### src/rtl/vend_pkg.sv
// Shared types and defaults for the multi-item vending controller.
// The optional idle auto-refund is built only when VEND_TIMEOUT_EN is defined.
package vend_pkg;

    typedef enum logic [1:0] {
        ST_IDLE     = 2'd0,
        ST_SELECTED = 2'd1,
        ST_DISPENSE = 2'd2,
        ST_CHANGE   = 2'd3
    } vend_state_t;

    localparam int unsigned DEF_NUM_ITEMS   = 4;
    localparam int unsigned DEF_ITEM_W      = 2;
    localparam int unsigned DEF_PRICE_W     = 8;
    localparam int unsigned DEF_CREDIT_W    = 8;
    localparam int unsigned DEF_TIMEOUT_CYC = 1000;

    localparam int unsigned PRICE_UNAVAIL   = 0;

endpackage

### src/rtl/vend_price_table.sv
// Per-item price register file: synchronous write, two asynchronous read ports.
// Out-of-range indices read as unavailable and are never written.
module vend_price_table
    import vend_pkg::*;
#(
    parameter int unsigned NUM_ITEMS = DEF_NUM_ITEMS,
    parameter int unsigned ITEM_W    = DEF_ITEM_W,
    parameter int unsigned PRICE_W   = DEF_PRICE_W
) (
    input  logic               clk,
    input  logic               rst,
    input  logic               i_wr_en,
    input  logic [ITEM_W-1:0]  i_wr_item,
    input  logic [PRICE_W-1:0] i_wr_price,
    input  logic [ITEM_W-1:0]  i_rd_item_a,
    output logic [PRICE_W-1:0] o_rd_price_a,
    input  logic [ITEM_W-1:0]  i_rd_item_b,
    output logic [PRICE_W-1:0] o_rd_price_b
);

    logic [PRICE_W-1:0] r_price [NUM_ITEMS];

    always_ff @(posedge clk or posedge rst) begin
        if (rst) begin
            for (int unsigned i = 0; i < NUM_ITEMS; i++) begin
                r_price[i] <= PRICE_W'(PRICE_UNAVAIL);
            end
        end else if (i_wr_en && (32'(i_wr_item) < NUM_ITEMS)) begin
            r_price[i_wr_item] <= i_wr_price;
        end
    end

    assign o_rd_price_a = (32'(i_rd_item_a) < NUM_ITEMS) ? r_price[i_rd_item_a]
                                                         : PRICE_W'(PRICE_UNAVAIL);
    assign o_rd_price_b = (32'(i_rd_item_b) < NUM_ITEMS) ? r_price[i_rd_item_b]
                                                         : PRICE_W'(PRICE_UNAVAIL);

endmodule

### src/rtl/vend_multi_controller.sv
// Vending FSM: coin credit, item selection, dispense handshake, change/refund.
// Define VEND_TIMEOUT_EN to enable the idle auto-refund counter (TIMEOUT_CYC cycles).
module vend_multi_controller
    import vend_pkg::*;
#(
    parameter int unsigned NUM_ITEMS   = DEF_NUM_ITEMS,
    parameter int unsigned ITEM_W      = DEF_ITEM_W,
    parameter int unsigned PRICE_W     = DEF_PRICE_W,
    parameter int unsigned CREDIT_W    = DEF_CREDIT_W,
    parameter int unsigned TIMEOUT_CYC = DEF_TIMEOUT_CYC
) (
    input  logic                clk,
    input  logic                rst,
    input  logic                cfg_mode,
    input  logic                cfg_wr,
    input  logic [ITEM_W-1:0]   cfg_item,
    input  logic [PRICE_W-1:0]  cfg_price,
    input  logic                sel_valid,
    input  logic [ITEM_W-1:0]   sel_item,
    input  logic                coin_valid,
    input  logic [PRICE_W-1:0]  coin_value,
    input  logic                cancel,
    input  logic                dispense_ready,
    output logic                dispense_valid,
    output logic [ITEM_W-1:0]   dispense_item,
    output logic                change_valid,
    output logic [CREDIT_W-1:0] change_value,
    output logic [CREDIT_W-1:0] credit,
    output logic                coin_reject,
    output logic                sel_err,
    output logic                busy
);

    vend_state_t         r_state;
    logic [ITEM_W-1:0]   r_item;
    logic [CREDIT_W-1:0] r_credit;
    logic                r_dispense_valid;
    logic                r_change_valid;
    logic [CREDIT_W-1:0] r_change_value;
    logic                r_coin_reject;
    logic                r_sel_err;

    logic [PRICE_W-1:0]  w_sel_price;
    logic [PRICE_W-1:0]  w_cur_price;
    logic [CREDIT_W-1:0] w_cur_price_ext;
    logic [CREDIT_W:0]   w_sum;
    logic                w_active;
    logic                w_coin_ovf;
    logic                w_coin_acc;
    logic                w_coin_rej;
    logic [CREDIT_W-1:0] w_credit_after_coin;
    logic                w_sel_ok;
    logic                w_paid;
    logic [CREDIT_W-1:0] w_remain;
    logic                w_cfg_wr_en;
    logic                w_timeout;

    assign w_cfg_wr_en = cfg_wr && cfg_mode && (r_state == ST_IDLE);

    vend_price_table #(
        .NUM_ITEMS (NUM_ITEMS),
        .ITEM_W    (ITEM_W),
        .PRICE_W   (PRICE_W)
    ) u_price_table (
        .clk          (clk),
        .rst          (rst),
        .i_wr_en      (w_cfg_wr_en),
        .i_wr_item    (cfg_item),
        .i_wr_price   (cfg_price),
        .i_rd_item_a  (sel_item),
        .o_rd_price_a (w_sel_price),
        .i_rd_item_b  (r_item),
        .o_rd_price_b (w_cur_price)
    );

    assign w_active   = (r_state == ST_IDLE) || (r_state == ST_SELECTED);
    // One extra bit catches overflow of the credit accumulator.
    assign w_sum      = {1'b0, r_credit} + (CREDIT_W+1)'(coin_value);
    assign w_coin_ovf = w_sum[CREDIT_W];
    assign w_coin_acc = coin_valid && !cfg_mode && w_active && !w_coin_ovf;
    assign w_coin_rej = coin_valid && !cfg_mode && w_active &&  w_coin_ovf;
    assign w_credit_after_coin = w_coin_acc ? w_sum[CREDIT_W-1:0] : r_credit;

    assign w_sel_ok = (32'(sel_item) < NUM_ITEMS) && (w_sel_price != PRICE_W'(PRICE_UNAVAIL));

    assign w_cur_price_ext = CREDIT_W'(w_cur_price);
    assign w_paid   = (w_cur_price != PRICE_W'(PRICE_UNAVAIL)) && (r_credit >= w_cur_price_ext);
    assign w_remain = r_credit - w_cur_price_ext;

`ifdef VEND_TIMEOUT_EN
    localparam int unsigned TMO_W = $clog2(TIMEOUT_CYC + 1);

    logic [TMO_W-1:0] r_tmo_cnt;
    logic             w_tmo_run;
    logic             w_tmo_clr;

    assign w_tmo_run = !cfg_mode &&
                       (((r_state == ST_IDLE) && (r_credit != '0)) || (r_state == ST_SELECTED));
    assign w_tmo_clr = !w_tmo_run || coin_valid || sel_valid;
    assign w_timeout = w_tmo_run && !w_tmo_clr && (r_tmo_cnt == TMO_W'(TIMEOUT_CYC - 1));

    always_ff @(posedge clk or posedge rst) begin
        if (rst) begin
            r_tmo_cnt <= '0;
        end else if (w_tmo_clr || w_timeout) begin
            r_tmo_cnt <= '0;
        end else begin
            r_tmo_cnt <= r_tmo_cnt + 1'b1;
        end
    end
`else
    assign w_timeout = (TIMEOUT_CYC == 0) && 1'b0;
`endif

    always_ff @(posedge clk or posedge rst) begin
        if (rst) begin
            r_state          <= ST_IDLE;
            r_item           <= '0;
            r_credit         <= '0;
            r_dispense_valid <= 1'b0;
            r_change_valid   <= 1'b0;
            r_change_value   <= '0;
            r_coin_reject    <= 1'b0;
            r_sel_err        <= 1'b0;
        end else begin
            r_change_valid <= 1'b0;
            r_change_value <= '0;
            r_coin_reject  <= 1'b0;
            r_sel_err      <= 1'b0;

            case (r_state)
                ST_IDLE, ST_SELECTED: begin
                    r_coin_reject <= w_coin_rej;
                    if (cfg_mode) begin
                        if (r_credit != '0) begin
                            r_state        <= ST_CHANGE;
                            r_change_valid <= 1'b1;
                            r_change_value <= r_credit;
                        end else begin
                            r_state <= ST_IDLE;
                        end
                    end else if (cancel || w_timeout) begin
                        // A same-cycle coin is folded into the refund.
                        r_credit <= w_credit_after_coin;
                        if (w_credit_after_coin != '0) begin
                            r_state        <= ST_CHANGE;
                            r_change_valid <= 1'b1;
                            r_change_value <= w_credit_after_coin;
                        end else begin
                            r_state <= ST_IDLE;
                        end
                    end else begin
                        r_credit <= w_credit_after_coin;
                        if (sel_valid) begin
                            if (w_sel_ok) begin
                                r_item  <= sel_item;
                                r_state <= ST_SELECTED;
                            end else begin
                                r_sel_err <= 1'b1;
                            end
                        end else if ((r_state == ST_SELECTED) && w_paid) begin
                            r_state          <= ST_DISPENSE;
                            r_dispense_valid <= 1'b1;
                        end
                    end
                end

                ST_DISPENSE: begin
                    if (dispense_ready) begin
                        r_dispense_valid <= 1'b0;
                        if (w_remain != '0) begin
                            r_credit       <= w_remain;
                            r_state        <= ST_CHANGE;
                            r_change_valid <= 1'b1;
                            r_change_value <= w_remain;
                        end else begin
                            r_credit <= '0;
                            r_state  <= ST_IDLE;
                        end
                    end
                end

                ST_CHANGE: begin
                    r_credit <= '0;
                    r_state  <= ST_IDLE;
                end

                default: begin
                    r_state <= ST_IDLE;
                end
            endcase
        end
    end

    assign dispense_valid = r_dispense_valid;
    assign dispense_item  = r_item;
    assign change_valid   = r_change_valid;
    assign change_value   = r_change_value;
    assign credit         = r_credit;
    assign coin_reject    = r_coin_reject;
    assign sel_err        = r_sel_err;
    assign busy           = (r_state != ST_IDLE);

endmodule

### config.mk
export PLATFORM = sky130hd
export DESIGN_NAME = vend_multi_controller
export DESIGN_NICKNAME = d
export VERILOG_FILES = /design/src/rtl/vend_pkg.sv /design/src/rtl/vend_price_table.sv /design/src/rtl/vend_multi_controller.sv
export SDC_FILE = /design/constraint.sdc
export NUM_CORES = 1
export LEC_CHECK = 0
export BUFFER_PORTS_ARGS = -buffer_cell sky130_fd_sc_hd__buf_2
export CAP_MARGIN = 20
export CORE_AREA = 2 2 116 85
export DETAILED_ROUTE_END_ITERATION = 7
export DIE_AREA = 0 0 118 87
export RECOVER_POWER = 50
export SYNTH_ARGS = -nofsm -noshare
export SYNTH_HDL_FRONTEND = slang
export SYNTH_SLANG_ARGS = --single-unit
### constraint.sdc
create_clock -name clk -period 3 [get_ports clk]
set_clock_uncertainty 0.1 [all_clocks]
set_input_delay 0.15 -clock clk [delete_from_list [all_inputs] [get_ports clk]]
set_output_delay 0.15 -clock clk [all_outputs]
set_load 0.02 [all_outputs]
# After elaboration in Yosys (flattened, before gate mapping)
# Index checks and enable logic that the tools add are counted.
# op_classes
n_addsub	2
order_cmp	5
eq_ne	10
mux	49
bitwise	5
reduce_logical	25
# ops
cell	count
$mux W8	14
$reduce_bool A8 Y1	5
$bmux W8 S2	2
$bwmux W32	1
$pmux W8 S3	1
$mux W2	9
$mux W1	17
$demux W8 S2	1
$pmux W8 S2	1
$ne A2 B2 Y1 const B	5
$ne A5 B5 Y1 const B	2
$add A8 B8 Y9	1
$ge A3 B3 Y1 const B	3
$logic_and A1 B1 Y1	9
$not A2 Y3	3
$ge A8 B8 Y1	1
$sub A8 B8 Y8	1
$pmux W2 S3	1
$reduce_and A6 Y1	1
$reduce_and A5 Y1	1
$eq A2 B2 Y1 const B	2
$pmux W1 S2	2
$reduce_bool A2 Y1	2
$lt A3 B1 Y1 const B	1
other kinds (8)	10
# word_totals
reg_bits	56
in_bits	28
wordCells	108

# Longest topological paths before layout
# Gate-level depths: netlist (run 1).
# depth
ltp_word	12
mapped_depth	12

# Modules after synthesis
# Synthesis (run 1) repeated with hierarchy kept, for this count alone.
# hier_totals
hier_cells	329
hier_area_um2	3693.5
# by_module_without_submodules
mod	n_inst	cells_per_inst	area_each_um2	seq_area_each_um2
vend_multi_controller	1	240	2099.5	600.6
vend_price_table	1	89	1594.0	800.8

# Least setup slack after synthesis (run 1)
# OpenSTA, ideal clock, no wires.
# synth_path
kind	register to register
startpoint	reg r_item[0], in the netlist dispense_item[0]
endpoint	reg r_state[1]
arrival_ns	2.810
required_time_ns	2.796
path_slack_ns	-0.014
stages_incl_launch_ff	13
path_cell_list	dfrtp_1 -> buf_4 -> mux4_2 -> ha_1 -> inv_1 -> fa_1 -> a21oi_1 -> o21ai_0 -> a2111oi_0 -> a211oi_1 -> nor2b_1 -> or3_1 -> o311ai_1
# synth_via
elab_chain_cells	9
elab_cells_between_ends	15
# synth_rtl
item	line	source
start: declaration	vend_multi_controller.sv:35	logic [ITEM_W-1:0] r_item;
start signal: assignment	vend_multi_controller.sv:156	r_item <= sel_item;
$not A2 Y3 (implied by the code) (*)	vend_price_table.sv:35	assign o_rd_price_b = (32'(i_rd_item_b) < NUM_ITEMS) ? r_price[i_rd_item_b]
$bmux W8 S2 (*)	vend_price_table.sv:35	
$mux W8 (implied by the code) (*) (2 in a row)	vend_price_table.sv:35	
$sub A8 B8 Y8, or another cell as far along	vend_multi_controller.sv:88	assign w_remain = r_credit - w_cur_price_ext;
$reduce_bool A8 Y1 or $logic_and A1 B1 Y1 (tied branches)	vend_multi_controller.sv:171, vend_multi_controller.sv:87	
$mux W2 or $logic_and A1 B1 Y1 (tied branches)	vend_multi_controller.sv:171, vend_multi_controller.sv:161	
$mux W2 or $ne A5 B5 Y1 (tied branches)	-	
$pmux W2 S3 or $reduce_and A3 Y1 (tied branches)	-	
end signal: assignment	vend_multi_controller.sv:136	r_state <= ST_CHANGE;
end signal: assignment	vend_multi_controller.sv:173	r_state <= ST_CHANGE;
end signal: assignment	vend_multi_controller.sv:178	r_state <= ST_IDLE;
end: declaration	vend_multi_controller.sv:34	vend_state_t r_state;
# Mark *: on every way between the ends. The rest lies on a longest branch, timed or not. The select of a mux whose other input is x is not followed.
# A chain may end at the register's enable or synchronous reset.

# Worst setup path in the final report (run 1)
# layout_path
startpoint	reg r_item[0], in the netlist dispense_item[0]
endpoint	reg r_state[0]
# The elaborated chain is that of the path after synthesis.

==> impl_metrics.py, run 1 <==
metrics = {
    "outcome": {
        "status": "complete, no violations",
    },
    "floorplan": {
        "fp.dieH_um": 87,
        "core_um2": 9270,
        "io_pins": 51,
        "die_x_um": 118,
        "initial_core_util_pct": 38.6,
        "rows": 30,
        "die-area_um2": 10300,
    },
    "timing": {
        "tightest_slew_ps": 1030,
        "finalWorstSetupSlack_ps": 25.0,
        "setup_viol": 0,
        "setup_tns_ps": 0,
        "max_freq_mhz": 336,
        "drv_slew": 0,
        "rsz0062_at_grt": "true",
        "maxSlewHeadroom_pct": 31.2,
        "finalCritPeriodShare_pct": 99.2,
        "hold_violations": 0,
        "min_period_ps": 2970,
    },
    "place": {
        "numPortBuffers": 50,
        "hpwlAfterDp_um": 7420,
        "pre_cts_ws_ps": -120,
        "post-place-cells": 533,
        "place_congestion": 0.855,
    },
    "critical_path": {
        "cp_max_fo": 5,
        "path_class": "flip-flop to flip-flop",
        "cp_top_family": "simple AND/OR/NAND/NOR gates",
        "cp_data_arrival_time_ps": 3090,
        "cp.required_ps": 3110,
        "critPathMaxStageDelay_ps": 570,
        "worst_path_max_delay_cell": "or4_1",
        "critPathLaunchType": "flip-flop",
        "crit_path_end_kind": "flip-flop",
        "path_buf_inv": 2,
        "crit_path_cell_trace": "buf_6 > mux4_2 > inv_1 > ha_1 > or4_1 > o32ai_2 > xnor2_1 > nand2_1 > and4_1 > a32oi_1",
    },
    "logic_synthesis": {
        "syn-instance-count": 333,
        "yosysWarnings": 0,
        "yosysSeqAreaShare_pct": 39.2,
        "muxShareOfSynthArea_pct": 17.4,
        "async_reset_ff_share_pct": 100,
        "synth_top_area_share_pct": 39.2,
        "synth_compound_area_share_pct": 16.1,
        "synth_fa_ha_area_share_pct": 6.72,
        "synth_area_leader_cell": "dfrtp_1",
        "synth_ff_type": "dfrtp_1",
        "synth_edf_count": 0,
        "synth_xor_area_share_pct": 1.23,
        "synth_top_family_by_area": "multiplexers",
        "post_synth_main_area_contributors": "dfrtp_1, mux2_2, ha_1, mux4_2, o221ai_1",
        "ys_types": 64,
        "synth_area_um2": 3570,
        "synth_seq_cells": 56,
        "syn_nets": 379,
        "synthSimpleGateAreaFrac_pct": 16.7,
        "avgSynthCellArea_um2": 10.7,
    },
    "finish": {
        "drive_gt1_share_pct": 34.0,
        "final_common_cell": "dfrtp_1",
        "final_cell_mix": "dfrtp_1, mux2_2, buf_4, buf_2, nor2_1",
        "n_antenna_cell": 0,
        "final_nets": 465,
        "syn_to_final_growth_pct": 25.1,
        "post-route-util_pct": 48.2,
        "instances_no_fill": 548,
    },
    "route": {
        "postRouteAntennaNets": 0,
        "vias": 3076,
        "drc_errors": 0,
        "wl_per_cell_um": 18.0,
        "drt-total-wl_um": 9870,
        "drt_iter0_markers": 310,
        "drt_pass1_iterations": 5,
        "via_per_inst": 5.61,
    },
    "clocking": {
        "cts_root_buf": "clkbuf_16",
        "insertion_delay_ps": 290,
        "cts_buffers": 5,
        "cts_sinks": 56,
        "clk_path_buf_depth": 2,
        "htree_levels": 2,
        "cts_tree": "built",
        "cts.clk_slew.worst_paths_ps": 70,
    },
    "global_route": {
        "antenna_found_initial": 0,
        "grt_max_degree": 32,
        "grt_pass1_wl_um": 15500,
        "overflow": 0,
        "grt_usage_pct": 19.2,
        "grt_pass1_vias": 2854,
    },
    "pwr": {
        "peakVddDrop_mv": 0.513,
        "pwr_density_cell_nw_per_um2": 1350,
        "power.leakage_nw": 1.91,
    },
    "worst_hold_path": {
        "hp-class": "input port to flip-flop",
    },
    "job": {
        "drv_cap": 0,
    },
}
-- report_power, final --
part | leakage [nW] | total (mW) | switching [mW] | internal (mW)
clock network | 0.0798 | 0.676 | 0.283 | 0.393
registers | 0.718 | 1.35 | 0.270 | 1.08
logic | 1.11 | 4.02 | 2.08 | 1.94
-- timing repair --
action | CTS | global route
endpoints found under the setup margin | 3 | 4
setup buffers | 2 | 4
hold buffers | 1 | 0
hold endpoints to repair | 25 | 0
resized for setup | 12 | 13
pin swaps | 5 | 8
-- worst paths after layout --
check	from	endpoint	slack, ps	cells after the start
setup / recovery	dispense_item[0]	r_state[0]	30	10
max in group asynchronous	rst	dispense_item[0]	860	4
hold / removal	cfg_price[3]	u_price_table.r_price[11]	30	2
min in group asynchronous	rst	u_price_table.r_price[8]	540	3
hold reg to reg	u_price_table.r_price[18]	u_price_table.r_price[18]	450	1
setup reg to reg	dispense_item[0]	r_state[0]	30	10
-- cells by family (layout without fill, tap and decap cells) --
logic type	count (synthesis)	after routing
and+or+nand+nor	108	108
DFF	56	56
buffers and inverters	20	107
AOI/OAI and AO/OA	78	78
adders and majority gates	18	18
xor gates and xnor gates	5	5
muxes	48	48
-- metrics by stage --
stage          area (um^2)  hold WS (ps)  total power [mW]
6_report              4470          25.4              6.04
5_1_grt               4470          24.3              6.48
4_1_cts               4380          22.8              5.68
3_5_place_dp          4160           149              4.82
3_3_place_gp          4160           135              4.82
2_1_floorplan         3580           136              3.72
-- layout make-up --
type	instances	area [um^2]
fill	878	4800
multi-input combinational	257	2190
sequential	56	1400
timing repair buffer	86	500
tap	128	160
clock buffer	5	125
inverter	13	48.8
clock inverter	3	42.5
-- Yosys cell counts, drive strengths merged, types with 9 or more instances --
| library cell | count |
|---|---|
| o221ai | 10 |
| nand3 | 9 |
| dfrtp | 56 |
| nor4 | 9 |
| a21oi | 14 |
| inv | 13 |
| o21ai | 10 |
| nand2 | 22 |
| nor2 | 23 |
| ha | 16 |
| mux2 | 34 |
-- per-layer routing --
metal | up-vias | wire, um | GRT usage (%)
met4 | 0 | 39 | 3.18
met2 | 91 | 4110 | 27.4
met5 | - | 0 | 0
met1 | 1518 | 5200 | 29.7
met3 | 5 | 527 | 4.38
li1 | 1462 | - | -
-- flip-flops by register name, summed over array words and instances (netlist names) --
signal,count
change_value,8
r_state,2
sel_err,1
change_valid,1
dispense_valid,1
coin_reject,1
dispense_item,2
u_price_table.r_price,32
credit,8
Power figures use the tool's default switching activity.
==> run 2, diff against run 1 <==
--- a/config.mk
+++ b/config.mk
@@ -7,10 +7,11 @@
 export LEC_CHECK = 0
 export BUFFER_PORTS_ARGS = -buffer_cell sky130_fd_sc_hd__buf_2
 export CAP_MARGIN = 20
-export CORE_AREA = 2 2 116 85
+export CORE_AREA = 2 2 118 86
 export DETAILED_ROUTE_END_ITERATION = 7
-export DIE_AREA = 0 0 118 87
+export DIE_AREA = 0 0 120 88
 export RECOVER_POWER = 50
 export SYNTH_ARGS = -nofsm -noshare
 export SYNTH_HDL_FRONTEND = slang
+export SYNTH_HIERARCHICAL = 1
 export SYNTH_SLANG_ARGS = --single-unit
==> run 2 against run 1 <==
Compared with the run above:
- core utilization shrank 0.99 points
- critical path depth grew 1
- final area shrank 0.48%
- flip-flop and latch count is the same
- clock-buffer cell count is the same
- area after synthesis grew 3.3%
- sequential share of layout area grew 0.15 points
- power shrank 0.60%
- setup slack lost 8.4 ps
- sequential power grew 7%
- worst hold slack lost 2.7 ps
==> impl_metrics.py, run 2 <==
metrics = {
    "logic_synthesis": {
        "ys_top_cells_by_count": "dfrtp_1, mux2_2, nor2_1, a21oi_1",
        "syn-instance-count": 329,
        "synth_top_area_share_pct": 37.9,
        "avgSynthCellArea_um2": 11.2,
        "async_reset_ff_share_pct": 100,
        "yosysWarnings": 6,
        "synth_edf_count": 0,
        "yosysMostFrequentCell": "dfrtp_1",
        "yosysSeqAreaShare_pct": 37.9,
        "post_synth_main_area_contributors": "dfrtp_1, mux2_2, mux4_2, ha_1, nor2_1",
        "synth_ff_type": "dfrtp_1",
        "syn_nets": 375,
        "synth_seq_cells": 56,
        "ys_types": 56,
        "synth_area_um2": 3690,
        "synth_area_leader_cell": "dfrtp_1",
    },
    "route": {
        "wl_per_cell_um": 17.8,
        "vias": 2937,
        "drc_errors": 0,
        "postRouteAntennaNets": 0,
        "drt_iter0_markers": 273,
        "via_per_inst": 5.54,
        "drt-total-wl_um": 9430,
        "drt_pass1_iterations": 4,
    },
    "worst_hold_path": {
        "min_from": "cfg_price[2]",
        "hp-class": "input port to flip-flop",
        "min_path_cells": 2,
        "min_to": "u_price_table/r_price[18]",
    },
    "global_route": {
        "grt_pass1_wl_um": 14800,
        "antenna_found_initial": 0,
        "grt_usage_pct": 17.9,
        "grt_pass1_vias": 2844,
        "grt_max_degree": 25,
        "overflow": 0,
    },
    "finish": {
        "n_antenna_cell": 0,
        "largest-register": "u_price_table/r_price",
        "drive_gt1_share_pct": 35.6,
        "final_common_cell": "dfrtp_1",
        "syn_to_final_growth_pct": 20.5,
        "final_cell_mix": "dfrtp_1, mux2_2, buf_2, nor2_1, buf_4",
        "final_nets": 447,
        "postLayoutCellArea_um2": 4450,
        "largest_reg_flops": 32,
        "post-route-util_pct": 47.3,
        "instances_no_fill": 530,
    },
    "clocking": {
        "cts_sinks": 56,
        "insertion_delay_ps": 300,
        "cts_root_buf": "clkbuf_16",
        "cts_tree": "built",
        "htree_levels": 2,
        "cts.clk_slew.worst_paths_ps": 80,
        "clk_path_buf_depth": 2,
        "cts_buffers": 5,
    },
    "place": {
        "place_congestion": 0.874,
        "numPortBuffers": 50,
        "dpl_cell_area_um2": 4190,
        "post-place-cells": 513,
        "pre_cts_ws_ps": -114,
        "hpwlAfterDp_um": 7100,
    },
    "critical_path": {
        "path_class": "flip-flop to flip-flop",
        "critPathMaxStageDelay_ps": 460,
        "cp_data_arrival_time_ps": 3040,
        "path_buf_inv": 1,
        "critPathLaunchType": "flip-flop",
        "cp_max_fo": 4,
        "reg2reg_depth": 11,
        "cp_top_family": "compound AO/OA/AOI/OAI gates",
        "reg2reg_to": "r_state[0]",
        "r2r_start": "dispense_item[0]",
        "crit_top_cell": "nor2_1",
        "worst_path_max_delay_cell": "dfrtp_2",
        "crit_path_end_kind": "flip-flop",
        "r2r_slack_ps": 20,
        "cp.required_ps": 3060,
        "crit_path_cell_trace": "mux4_2 > ha_4 > inv_2 > fa_2 > a211oi_2 > nor2_1 > xor2_1 > nor2_1 > nand4b_1 > o41ai_4 > a41oi_2",
    },
    "timing": {
        "setup_tns_ps": 0,
        "drv_slew": 0,
        "tightest_slew_ps": 1340,
        "maxSlewHeadroom_pct": 10.4,
        "max_freq_mhz": 335,
        "min_period_ps": 2980,
        "finalCritPeriodShare_pct": 99.4,
        "rsz0062_at_grt": "true",
        "setup_viol": 0,
        "hold_violations": 0,
        "hold-worst-slack_ps": 22.6,
        "finalWorstSetupSlack_ps": 16.6,
    },
    "outcome": {
        "status": "complete, no violations",
    },
    "floorplan": {
        "io_pins": 51,
        "die_x_um": 120,
        "initial_core_util_pct": 39.2,
        "fp.dieH_um": 88,
        "core_um2": 9420,
        "die-area_um2": 10600,
        "rows": 30,
    },
    "pwr": {
        "finalPower_mw": 6.01,
        "power.leakage_nw": 1.93,
        "pwr_density_cell_nw_per_um2": 1350,
        "peakVddDrop_mv": 0.651,
    },
    "job": {
        "drv_cap": 0,
    },
}
-- run 2: layout make-up --
cell class	instances	area, um^2
Sequential cell	56	1400
Tap cell	128	160
Timing Repair Buffer	78	457
Clock inverter	3	42.5
Fill cell	886	4970
Clock buffer	5	125
Multi-Input combinational cell	244	2200
Inverter	16	60.1
-- run 2: layer usage --
layer | vias to the layer above | part of all wire (%) | GRT usage, %
met4 | 0 | 0.45 | 2.35
met5 | - | 0 | 0
met1 | 1471 | 49 | 26.8
met3 | 6 | 7.1 | 5.08
li1 | 1376 | - | -
met2 | 84 | 43 | 26.6
-- run 2: timing repair --
action	in CTS	in global routing
pin swaps	1	6
hold buffers	2	0
hold endpoints to repair	13	0
buffers inserted	3	3
resized for setup	1	12
endpoints found under the setup margin	3	3
-- run 2: worst max-delay path by stage --
stage	slack [ps]	depth (start not counted)	to	startpoint
finish	20	11	r_state[0]	dispense_item[0]
global route	-60	11	r_state[0]	dispense_item[0]
CTS	10	10	r_state[0]	dispense_item[0]
detailed placement	-110	11	r_state[0]	dispense_item[0]
global placement	2	11	r_state[0]	dispense_item[0]
floorplan	0.7	12	r_state[0]	dispense_item[0]
-- run 2: power breakdown --
group / total (mW) / switching, mW / leakage (nW) / internal (mW)
sequential: 1.44 / 0.336 / 0.714 / 1.11
combinational: 3.89 / 2.02 / 1.14 / 1.87
clock: 0.673 / 0.280 / 0.0798 / 0.393
total: 6.01 / 2.64 / 1.93 / 3.37
-- run 2: kinds of logic (layout without fill, tap and decap cells) --
family	count (synthesis)	after routing	synth area share [%]
XOR/XNOR	13	13	3.08
flip-flops	56	56	37.9
adder cells (fa/ha/maj)	18	18	6.50
AO/OA/AOI/OAI	74	74	14.2
AND/OR/NAND/NOR	81	81	12.3
buffers and inverters	29	102	3.62
multiplexers	58	58	22.4
==> run 3, diff against run 2 <==
--- a/config.mk
+++ b/config.mk
@@ -8,6 +8,7 @@
 export BUFFER_PORTS_ARGS = -buffer_cell sky130_fd_sc_hd__buf_2
 export CAP_MARGIN = 20
 export CORE_AREA = 2 2 118 86
+export CTS_BUF_LIST = sky130_fd_sc_hd__clkbuf_8
 export DETAILED_ROUTE_END_ITERATION = 7
 export DIE_AREA = 0 0 120 88
 export RECOVER_POWER = 50
==> run 3 against run 2 <==
Compared with the run above:
- setup slack worse by 14 ps
- final cell count grew 0.19%
- core utilization shrank 0.46 points
- clock-buffer cell count unchanged
- power shrank 3.5%
- via count fell by 1.6%
- critical path depth stayed put
- flip-flop and latch count is the same
- final area decreased by 0.98%
- sequential share of layout area is 0.31 points higher
- clock power shrank 25%
- register-to-register slack hardly changed
- largest power group unchanged
==> impl_metrics.py, run 3 (synthesis gave the netlist of run 2 again) <==
metrics = {
    "route": {
        "wl_per_cell_um": 17.5,
        "drc_errors": 0,
        "vias": 2891,
        "drt_pass1_iterations": 4,
        "postRouteAntennaNets": 0,
        "drt-total-wl_um": 9300,
        "drt_iter0_markers": 279,
        "via_per_inst": 5.44,
    },
    "clocking": {
        "cts_tree": "built",
        "insertion_delay_ps": 310,
        "cts_buffers": 5,
        "clk_path_buf_depth": 2,
        "cts.clk_slew.worst_paths_ps": 100,
        "htree_levels": 2,
        "cts_sinks": 56,
        "cts_root_buf": "clkbuf_8",
    },
    "critical_path": {
        "worst_path_max_delay_cell": "mux4_2",
        "setup.worst_path.end": "r_state[0]",
        "critPathLaunch": "dispense_item[0]",
        "cp.required_ps": 3080,
        "critPathLaunchType": "flip-flop",
        "crit_path_cell_trace": "buf_4 > mux4_2 > inv_1 > ha_4 > a21oi_1 > o21ai_0 > xor2_1 > nor2_1 > nand4b_1 > o41ai_4 > a41oi_2",
        "r2r_slack_ps": 2,
        "cp_data_arrival_time_ps": 3080,
        "cp_top_family": "compound AO/OA/AOI/OAI gates",
        "path_class": "flip-flop to flip-flop",
        "r2r_start": "dispense_item[0]",
        "reg2reg_depth": 11,
        "cp_max_fo": 4,
        "crit_path_end_kind": "flip-flop",
        "path_buf_inv": 2,
        "reg2reg_to": "r_state[0]",
        "critPathMaxStageDelay_ps": 520,
        "path_depth": 11,
    },
    "outcome": {
        "status": "complete, no violations",
    },
    "timing": {
        "finalWorstSetupSlack_ps": 2.46,
        "finalCritPeriodShare_pct": 99.9,
        "setup_viol": 0,
        "rsz0062_at_grt": "true",
        "min_period_ps": 3000,
        "maxSlewHeadroom_pct": 5.80,
        "hold_violations": 0,
        "tightest_slew_ps": 1410,
        "max_freq_mhz": 334,
        "drv_slew": 0,
    },
    "finish": {
        "syn_to_final_growth_pct": 19.3,
        "final_common_cell": "dfrtp_1",
        "final_nets": 448,
        "postLayoutCellArea_um2": 4410,
        "final_cell_mix": "dfrtp_1, mux2_2, buf_2, nor2_1, buf_4",
        "largest_reg_flops": 32,
        "drive_gt1_share_pct": 35.7,
        "n_antenna_cell": 0,
        "largest-register": "u_price_table/r_price",
    },
    "place": {
        "dpl_cell_area_um2": 4190,
        "place_congestion": 0.874,
        "numPortBuffers": 50,
        "hpwlAfterDp_um": 7100,
        "pre_cts_ws_ps": -114,
    },
    "pwr": {
        "power.leakage_nw": 1.92,
        "finalPower_mw": 5.80,
        "peakVddDrop_mv": 0.597,
        "pwr_density_cell_nw_per_um2": 1310,
    },
    "global_route": {
        "antenna_found_initial": 0,
        "overflow": 0,
        "grt_usage_pct": 17.7,
        "grt_pass1_vias": 2854,
        "grt_max_degree": 25,
        "grt_pass1_wl_um": 14700,
    },
    "floorplan": {
        "die-area_um2": 10600,
        "die_x_um": 120,
        "initial_core_util_pct": 39.2,
        "io_pins": 51,
        "rows": 30,
        "core_um2": 9420,
        "fp.dieH_um": 88,
    },
    "worst_hold_path": {
        "hp-class": "input port to flip-flop",
        "min_path_cells": 2,
    },
    "job": {
        "drv_cap": 0,
    },
}
run 3: cell count changes in the layout (fill, tap and decap cells not counted):
cell	previous run	this run
buf_2	33	36
buf_6	2	1
clkbuf_1	19	16
clkbuf_16	5	0
clkbuf_8	0	5
dlygate4sd3_1	2	4
inv_1	13	14
inv_2	3	2
run 3: power breakdown:
| group | internal [mW] | switching [mW] |
|---|---|---|
| sequential | 1.10 | 0.332 |
| clock | 0.248 | 0.259 |
| combinational | 1.85 | 2.00 |
run 3: layout make-up:
class | count | area (um^2)
timing repair buffer | 79 | 469
clock buffer | 5 | 68.8
clock inverter | 3 | 42.5
sequential | 56 | 1400
multi-input combinational | 244 | 2200
inverter | 16 | 60.1
fill | 881 | 5010
tap | 128 | 160
run 3: worst min path at each step:
stage	from	to	slack [ps]
global placement	rst	u_price_table/r_price[6]	100
finish	cfg_price[0]	u_price_table/r_price[8]	6
floorplan	rst	change_valid	60
global route	cfg_price[6]	u_price_table/r_price[30]	3
CTS	cfg_price[0]	u_price_table/r_price[24]	0.3
detailed placement	rst	u_price_table/r_price[30]	110
run 3: metrics by stage:
step	setup TNS, ps	utilization (%)	hold WS, ps	cells
2_1_floorplan	0	-	64.6	329
3_3_place_gp	0	44.4	99.4	513
3_5_place_dp	-260	44.4	107	513
4_1_cts	0	46.3	0.293	528
5_1_grt	-239	46.8	3.00	531
6_report	0	46.8	5.73	531
run 3: worst register-to-register path, delay by kind of cell, from the launching register on:
kind,cells,cell delay [ps]
buffers and inverters,2,250
adder cells (fa/ha/maj),1,210
XOR/XNOR,1,200
multiplexers,1,520
AO/OA/AOI/OAI,4,870
flip-flops,1,430
AND/OR/NAND/NOR,2,310
run 3: what timing repair did:
action / CTS / global route
setup buffers: 3 / 2
hold endpoints to repair: 42 / 0
cloned: 0 / 0
hold buffers: 4 / 0
endpoints found under the setup margin: 3 / 3
pin swaps: 2 / 6
resized for setup: 1 / 10
run 3: routing by layer:
layer | track usage (%) | vias to the layer above | routed length [um]
met4 | 3.64 | 0 | 62
met2 | 25.8 | 75 | 3980
met1 | 26.9 | 1428 | 4670
met5 | 0 | - | 0
li1 | - | 1381 | -
met3 | 4.10 | 7 | 586
